--- config.mk ---
export PLATFORM = sky130hd
export DESIGN_NAME = func_bist_ctrl
export DESIGN_NICKNAME = d
export VERILOG_FILES = /design/src/rtl/func_bist_ctrl.sv
export SDC_FILE = /design/constraint.sdc
export NUM_CORES = 1
export LEC_CHECK = 0
export CORE_MARGIN = 1
export CORE_UTILIZATION = 54
export DETAILED_ROUTE_END_ITERATION = 16
export PLACE_DENSITY = 0.79
export SLEW_MARGIN = 20
export SYNTH_ARGS = -nofsm -noshare
export SYNTH_HDL_FRONTEND = slang
export SYNTH_SLANG_ARGS = --single-unit
--- constraint.sdc ---
create_clock -name clk -period 2.8 [get_ports clk]
set_input_delay 0.56 -clock clk [delete_from_list [all_inputs] [get_ports clk]]
set_output_delay 0.56 -clock clk [all_outputs]
set_load 0.05 [all_outputs]
--- src/rtl/func_bist_ctrl.sv ---
// -----------------------------------------------------------------------------
// func_bist_ctrl
//   Hardware stimulus/response engine for the Func logic block. A 16-bit
//   Galois LFSR produces pseudo-random vectors on A,B,C,D,Sel. Each vector is
//   held for SETTLE_CYCLES cycles and then checked for one cycle against the
//   golden Func equation. The block counts failing vectors, records the first
//   failing index and reports pass/fail when the run completes.
//
// Ports
//   clk            in   rising-edge clock
//   rst_n          in   asynchronous active-low reset
//   start          in   run request, sampled only in IDLE or DONE
//   Out, Out_bar   in   responses from Func
//   A, B, C, Sel   out  registered stimulus bits
//   D              out  registered 3-bit stimulus
//   busy           out  high while a run is in progress (DRIVE/CHECK)
//   done           out  high in DONE
//   pass           out  valid with done: 1 iff no vector failed
//   err_count      out  failing-vector count, saturating at all-ones
//   vec_idx        out  index of the vector currently applied
//   first_err_vec  out  index of the first failing vector, all-ones if none
//
// Handshake: start is a level request. It is only looked at in IDLE and DONE;
// while busy it is ignored. Holding start high in DONE restarts at once.
// -----------------------------------------------------------------------------
module func_bist_ctrl #(
   parameter int          NUM_VECTORS   = 99,
   parameter int          SETTLE_CYCLES = 1,
   parameter logic [15:0] LFSR_SEED     = 16'hACE1,
   parameter int          CNT_W         = 7,
   parameter int          ERR_W         = 8
) (
   input  logic             clk,
   input  logic             rst_n,
   input  logic             start,
   input  logic             Out,
   input  logic             Out_bar,
   output logic             A,
   output logic             B,
   output logic             C,
   output logic [2:0]       D,
   output logic             Sel,
   output logic             busy,
   output logic             done,
   output logic             pass,
   output logic [ERR_W-1:0] err_count,
   output logic [CNT_W-1:0] vec_idx,
   output logic [CNT_W-1:0] first_err_vec
);

   // Settle counter only needs to reach SETTLE_CYCLES-1.
   localparam int SET_W = (SETTLE_CYCLES > 1) ? $clog2(SETTLE_CYCLES) : 1;

   typedef enum logic [1:0] {
      S_IDLE  = 2'd0,
      S_DRIVE = 2'd1,
      S_CHECK = 2'd2,
      S_DONE  = 2'd3
   } state_t;

   state_t           state;
   logic [15:0]      lfsr;
   logic [15:0]      lfsr_next;
   logic [SET_W-1:0] settle_cnt;
   logic             expected;
   logic             vec_fail;
   logic [ERR_W-1:0] err_next;

   always_comb begin
      // Galois right shift, taps x^16+x^14+x^13+x^11+1.
      lfsr_next = {1'b0, lfsr[15:1]} ^ (lfsr[0] ? 16'hB400 : 16'h0000);
      // Golden Func response for the stimulus currently on the pins.
      expected  = Sel ? ~(A ^ B ^ C) : ((D[0] & D[1]) | D[2]);
      // Both rails must be correct; Out==Out_bar can never pass.
      vec_fail  = (Out != expected) || (Out_bar != ~expected);
      err_next  = err_count;
      if (vec_fail && (err_count != {ERR_W{1'b1}}))
         err_next = err_count + ERR_W'(1);
   end

   always_ff @(posedge clk or negedge rst_n) begin
      if (!rst_n) begin
         state         <= S_IDLE;
         lfsr          <= LFSR_SEED;
         settle_cnt    <= '0;
         A             <= 1'b0;
         B             <= 1'b0;
         C             <= 1'b0;
         D             <= 3'b000;
         Sel           <= 1'b0;
         busy          <= 1'b0;
         done          <= 1'b0;
         pass          <= 1'b0;
         err_count     <= '0;
         vec_idx       <= '0;
         first_err_vec <= {CNT_W{1'b1}};
      end else begin
         case (state)
            S_IDLE, S_DONE: begin
               if (start) begin
                  // Every run restarts from the seed, so a rerun replays
                  // exactly the same vector sequence.
                  state                <= S_DRIVE;
                  lfsr                 <= LFSR_SEED;
                  {Sel, D, C, B, A}    <= LFSR_SEED[6:0];
                  settle_cnt           <= '0;
                  vec_idx              <= '0;
                  err_count            <= '0;
                  first_err_vec        <= {CNT_W{1'b1}};
                  busy                 <= 1'b1;
                  done                 <= 1'b0;
                  pass                 <= 1'b0;
               end
            end

            S_DRIVE: begin
               if (settle_cnt == SET_W'(SETTLE_CYCLES - 1))
                  state <= S_CHECK;
               else
                  settle_cnt <= settle_cnt + SET_W'(1);
            end

            S_CHECK: begin
               err_count <= err_next;
               if (vec_fail && (first_err_vec == {CNT_W{1'b1}}))
                  first_err_vec <= vec_idx;
               if (vec_idx == CNT_W'(NUM_VECTORS - 1)) begin
                  state <= S_DONE;
                  busy  <= 1'b0;
                  done  <= 1'b1;
                  pass  <= (err_next == '0);
               end else begin
                  state             <= S_DRIVE;
                  lfsr              <= lfsr_next;
                  {Sel, D, C, B, A} <= lfsr_next[6:0];
                  vec_idx           <= vec_idx + CNT_W'(1);
                  settle_cnt        <= '0;
               end
            end

            default: state <= S_IDLE;
         endcase
      end
   end

endmodule

==> flow_summary.toml <==
[yosys]
yosysMostFrequentCell = "dfrtp_1"
yosysTopAreaCellShare = 0.304
yosys_register_bits = 46
ys_warn_count = 0
synthTopCellsByArea = "dfrtp_1, dfstp_2, nand2_1"
netlist_instances = 253
yosys.area.top_type = "dfrtp_1"
ys_seq_area_frac = 0.459
synth_common_cells = "dfrtp_1, nand2_1, nor2_1"
avgSynthCellArea_sq_um = 10.1
synth_flop_cell = "dfrtp_1"
synth_edf_count = 0
syn-cell-area_sq_mm = 0.00255
synth_nets = 264
synthArstFlopShare = 1.00
synth.distinct_cells = 53

[power_and_ir_drop]
p_sw_frac = 0.436
p_switching_uw = 1400
p_leak_uw = 0.00125
p_seq_frac = 0.336
pwr-share-clk = 0.157
intPower_uw = 1810
power.share.combinational = 0.507
ir_worst_vdd_uv = 534
power_per_cell_area_mw_per_mm2 = 1050

[sta]
hold_viol = 0
min_period_ps = 2280
hold_ws_ps = 148
slew_viol_final = 0
setup_viol_count_final = 0
slew_headroom = 0.610
rsz0062_at_grt = "no"
tns_ps = 0
skew_ps = 3.32
final.setup.worst_slack_ps = 518
worstMarginPinSlew_ps = 580
fin_crit_sh = 0.815
fmax_ghz = 0.438

[final_layout]
final_cell_area_sq_mm = 0.00306
diodes = 0
fin_cells = 338
final_nets = 297
syn_to_final_growth_pct = 20.0
drive_gt1_frac = 0.182

[routing]
dr.first_iter.drc_count = 181
dr.pass1.iters = 10
vias_per_cell = 6.08
postRouteAntennaNets = 0
drc = 4
routedWlPerCell_microns = 15.9
num_vias = 2054
routed_wl_mm = 5.38

[clock_tree]
worstSkewPairLatency_ps = 300
clock_sinks = 46
ctsHoldBuffers = 0
cts_tree = "done"
cts_buffers = 5
cts_setup_buffers = 0
cts-htree-levels = 2
cts_buffer_depth = 2
clk_pin_slew_ps = 80
post_cts_resized = 0
root_buffer = "clkbuf_8"

[critical_path]
critPathSlowestCell = "clkdlybuf4s50_1"
cpLargestDelayFamily = "buffers and inverters"
reg2reg_to = "pass"
r2r-start = "lfsr[1]"
cp.arrival_ps = 1720
r2r_slack_ps = 590
slowest_delay_ps = 870
crit_type = "flip-flop to primary output"
crit_path_end_kind = "primary output"
crit_path_start_kind = "flip-flop"
required_ps = 2240
path_cells = "clkdlybuf4s50_1"
path_buf_inv = 1
rr_worst_depth = 5
cp_max_fo = 11

[global_route]
grt_max_degree = 27
gr-usage-all-layers = 0.235
grt_pass1_wl_mm = 9.24
gr-total-overflow = 0
antenna_found_initial = 0
grt_pass1_vias = 1949

[flow_run]
maxCapViolCount = 0

[floorplan]
coreArea_sq_mm = 0.00444
dieWidth_microns = 70.7
die-height_microns = 70.7
row_count = 24
initial_core_util = 0.574
die_area_sq_mm = 0.00500
num_io_pins = 37

[placement]
dpl.hpwl_mm = 3.79
preCtsSetupSlack_ps = 486
place.gp.congestion = 0.862
dp.cells = 331
post_dp_cell_area_sq_mm = 0.00295
io_buffers = 36

[run_status]
outcome = "finished with violations"
violations = "design-rule violations"

[hold_path]
hold_class = "input port to async pin"
-- worst max path at each step --
stage / endpoint / cells past startpoint / startpoint / slack, ps
floorplan: pass / 5 / lfsr[1] / 380
global placement: pass / 6 / Out / 510
detailed placement: pass / 6 / Out / 490
CTS: err_count[3] / 1 / err_count[3] / 510
global route: pass / 6 / err_count[0] / 450
finish: err_count[3] / 1 / err_count[3] / 520
-- final cells by class --
type	instances	area, sq um
well taps	52	65.1
clock buffers	6	82.6
flip-flops and latches	46	1170
multi-input cells	180	1270
fillers	344	1390
clock inverters	1	30.0
inverters	10	37.5
repair buffers	43	408
-- per-stage QoR --
step / power (uW) / util
5_1_grt: 3390 / 0.688
6_report: 3210 / 0.688
4_1_cts: 3220 / 0.688
3_3_place_gp: 2670 / 0.663
3_5_place_dp: 2710 / 0.663
2_1_floorplan: 2270 / -
-- flip-flops by register name (all words and copies together) (netlist names) --
signal	count
vec_idx	7
Sel	1
A	1
done	1
err_count	8
D	3
first_err_vec	7
lfsr	14
busy	1
pass	1
state	2
-- logic make-up (layout without fill, tap and decap cells) --
kind of cell	Yosys count	count (layout)	synth area share
DFF	46	46	0.459
adders and majority gates	6	6	0.0294
xor gates and xnor gates	10	10	0.0402
buffers and inverters	27	60	0.0447
muxes	10	10	0.0451
and+or+nand+nor	84	84	0.162
AOI/OAI and AO/OA	70	70	0.220
-- placed cells by master, fill, tap and decap left out, drive strengths merged, types with 9 or more instances in the layout --
cell / instances
dfstp: 15
mux2: 9
a21oi: 13
nor2: 18
nand2: 29
o21ai: 13
inv: 10
clkdlybuf4s50: 35
dfrtp: 31
-- per-layer routing --
metal,track usage,vias up,wire length (microns)
met5,0,-,0
met4,0.0800,0,65
met3,0.0570,8,276
met2,0.368,55,2480
met1,0.323,1015,2560
li1,-,976,-
-- power by group through the flow --
stage / combinational [uW] / sequential [uW] / clock [uW]
floorplan: 970 / 1300 / 0
global placement: 1590 / 1080 / 0
detailed placement: 1620 / 1090 / 0
CTS: 1630 / 1080 / 510
global route: 1750 / 1110 / 535
finish: 1620 / 1080 / 504
No activity file was read; power rests on OpenSTA's default activity.
==> patch (config.mk and constraints unchanged) <==
Re-encode `state_t` (4 states) as Gray code, 2 bits wide.
--- a/src/rtl/func_bist_ctrl.sv
+++ b/src/rtl/func_bist_ctrl.sv
@@ -53,8 +53,8 @@
 
    typedef enum logic [1:0] {
-      S_IDLE  = 2'd0,
-      S_DRIVE = 2'd1,
-      S_CHECK = 2'd2,
-      S_DONE  = 2'd3
+      S_IDLE  = 2'b00,
+      S_DRIVE = 2'b01,
+      S_CHECK = 2'b11,
+      S_DONE  = 2'b10
    } state_t;
 
Function: no difference found for any inputs over 10 cycles, from zero or initial values and one cycle with rst_n low; not proved beyond that.
==> patch against the original RTL <==
  * Sequential cell count is the same
  * Area after synthesis is 12% lower
  * Largest power group unchanged
  * Clock power shrank 18%
  * Routed wire length down 14%
  * Hold slack improved by 0.25 ns
  * Maximum frequency fell by 6.5%
  * Power is 14% higher
  * Synthesized cell count shrank 5.5%
  * Final area fell by 10%
  * Cell count down 3.3%
  * Combinational power increased by 22%
  * Setup slack worse by 0.16 ns
  * Critical endpoint is now first_err_vec[3]
==> patch: results <==
export IMPL_clock_latency_ns=0.30
export IMPL_placed_area_mm2=0.002663
export IMPL_path_delay_family="compound AO/OA/AOI/OAI gates"
export IMPL_power_switching_uw=1749
export IMPL_n_antenna_cell=0
export IMPL_syn_num_nets=247
export IMPL_r2r_slack_ns=0.36
export IMPL_cp_slowest_stage_delay_ns=0.63
export IMPL_wl_per_cell_um=14.13
export IMPL_ys_top_cells_by_count="32 x nand2_1, 31 x dfrtp_1, 27 x nor2_1, 23 x o21ai_0"
export IMPL_post_cts_resize_count=0
export IMPL_outcome="finished clean"
export IMPL_fillCellCount=347
export IMPL_dp_hpwl_um=3267
export IMPL_clockBufferDepth=2
export IMPL_netlist_instances=239
export IMPL_synthFlopType="dfrtp_1"
export IMPL_synth_distinct_cells=43
export IMPL_max_vdd_ir_drop_mv=0.6910
export IMPL_synth_async_sr_flop_share_pct=100.0
export IMPL_drive_gt1_share_pct=12.64
export IMPL_first_iter_violations=156
export IMPL_grt_pass1_vias=1773
export IMPL_grt_max_degree=45
export IMPL_layout_cells_non_filler=327
export IMPL_yosysTopAreaCell="dfrtp_1"
export IMPL_synthTopCellsByArea="dfrtp_1 35%, dfstp_2 18%, nand2_1 5.3%"
export IMPL_arrival_ns=2.67
export IMPL_viasPerCell=5.728
export IMPL_yosysSeqAreaShare_pct=52.06
export IMPL_top_regs="lfsr: 14 flops, err_count: 8 flops"
export IMPL_first_pass_iters=5
export IMPL_relSlewSlack_pct=36.75
export IMPL_htreeDepth=2
export IMPL_dp_cells=319
export IMPL_yosysWarnings=0
export IMPL_leakagePower_uw=0.001190
export IMPL_grt_pass1_wl_um=8045
export IMPL_skew_ns=0.009672
export IMPL_grtUsageTotal_pct=24.82
export IMPL_critPathMaxFanout=12
export IMPL_cts_buffers_inserted=5
export IMPL_gp_congestion=0.8861
export IMPL_hold_ws_ns=0.4005
export IMPL_crit_slowest_cell="a21oi_1"
export IMPL_final_nets=284
export IMPL_antenna_found_initial=0
-- patch: kinds of logic (layout without fill, tap and decap cells) --
family	after synthesis	count (layout)	synth area share (%)
compound gates	59	59	16.93
xor+xnor	10	10	4.565
fa+ha+maj	3	3	1.671
buf+inv	22	60	4.120
flops	46	46	52.06
simple gates	99	99	20.66
-- patch: worst paths after layout --
kind,start,to,depth (start not counted)
worst max-delay path,lfsr[1],first_err_vec[3],6
max in group asynchronous,rst_n,first_err_vec[6],2
worst min-delay path,rst_n,vec_idx[3],1
min in group clk,first_err_vec[0],first_err_vec[0],2
worst max register to register,lfsr[1],first_err_vec[3],6
worst min register to register,first_err_vec[0],first_err_vec[0],2
-- patch: routing by layer --
metal  track usage, %  share of wire, %  routed length (um)
met2            40.56                48                2223
met4            9.574               1.7                  78
met5                0                 0                   0
met3            6.164               6.0                 278
met1            31.68                44                2042
-- patch: power groups by stage --
stage	Sequential, uW	Combinational (uW)	Clock [uW]
floorplan	1790	862	0
global placement	1280	1930	0
detailed placement	1290	1980	0
finish	1270	1970	413
CTS	1280	1980	428
global route	1330	2140	449
-- patch: area by class of cell --
| cell class | count | area, um2 | area share, % |
|---|---|---|---|
| Inverter | 8 | 30.03 | 1.090 |
| Tap cell | 50 | 62.56 | 2.272 |
| Sequential cell | 46 | 1170 | 42.48 |
| Timing Repair Buffer | 44 | 415.4 | 15.08 |
| Multi-Input combinational cell | 171 | 984.7 | 35.76 |
| Clock inverter | 1 | 5.005 | 0.1817 |
| Clock buffer | 7 | 86.33 | 3.135 |
-- patch: worst register-to-register path, stage by stage (launching register included) --
cell       delay, ns
dfrtp_1         0.41
xor3_1          0.50
a2111oi_4       0.46
nor2_2          0.15
a21oi_1         0.63
nor3_1          0.09
a21oi_1         0.15
-- patch: through the flow --
| stage | util, % | worst slack [ns] |
|---|---|---|
| after CTS | 68.85 | 0.3520 |
| after floorplan | - | 0.2802 |
| after global routing | 68.85 | 0.1078 |
| after global placement | 66.56 | 0.2892 |
| final | 68.85 | 0.3611 |
| after detailed placement | 66.56 | 0.2436 |
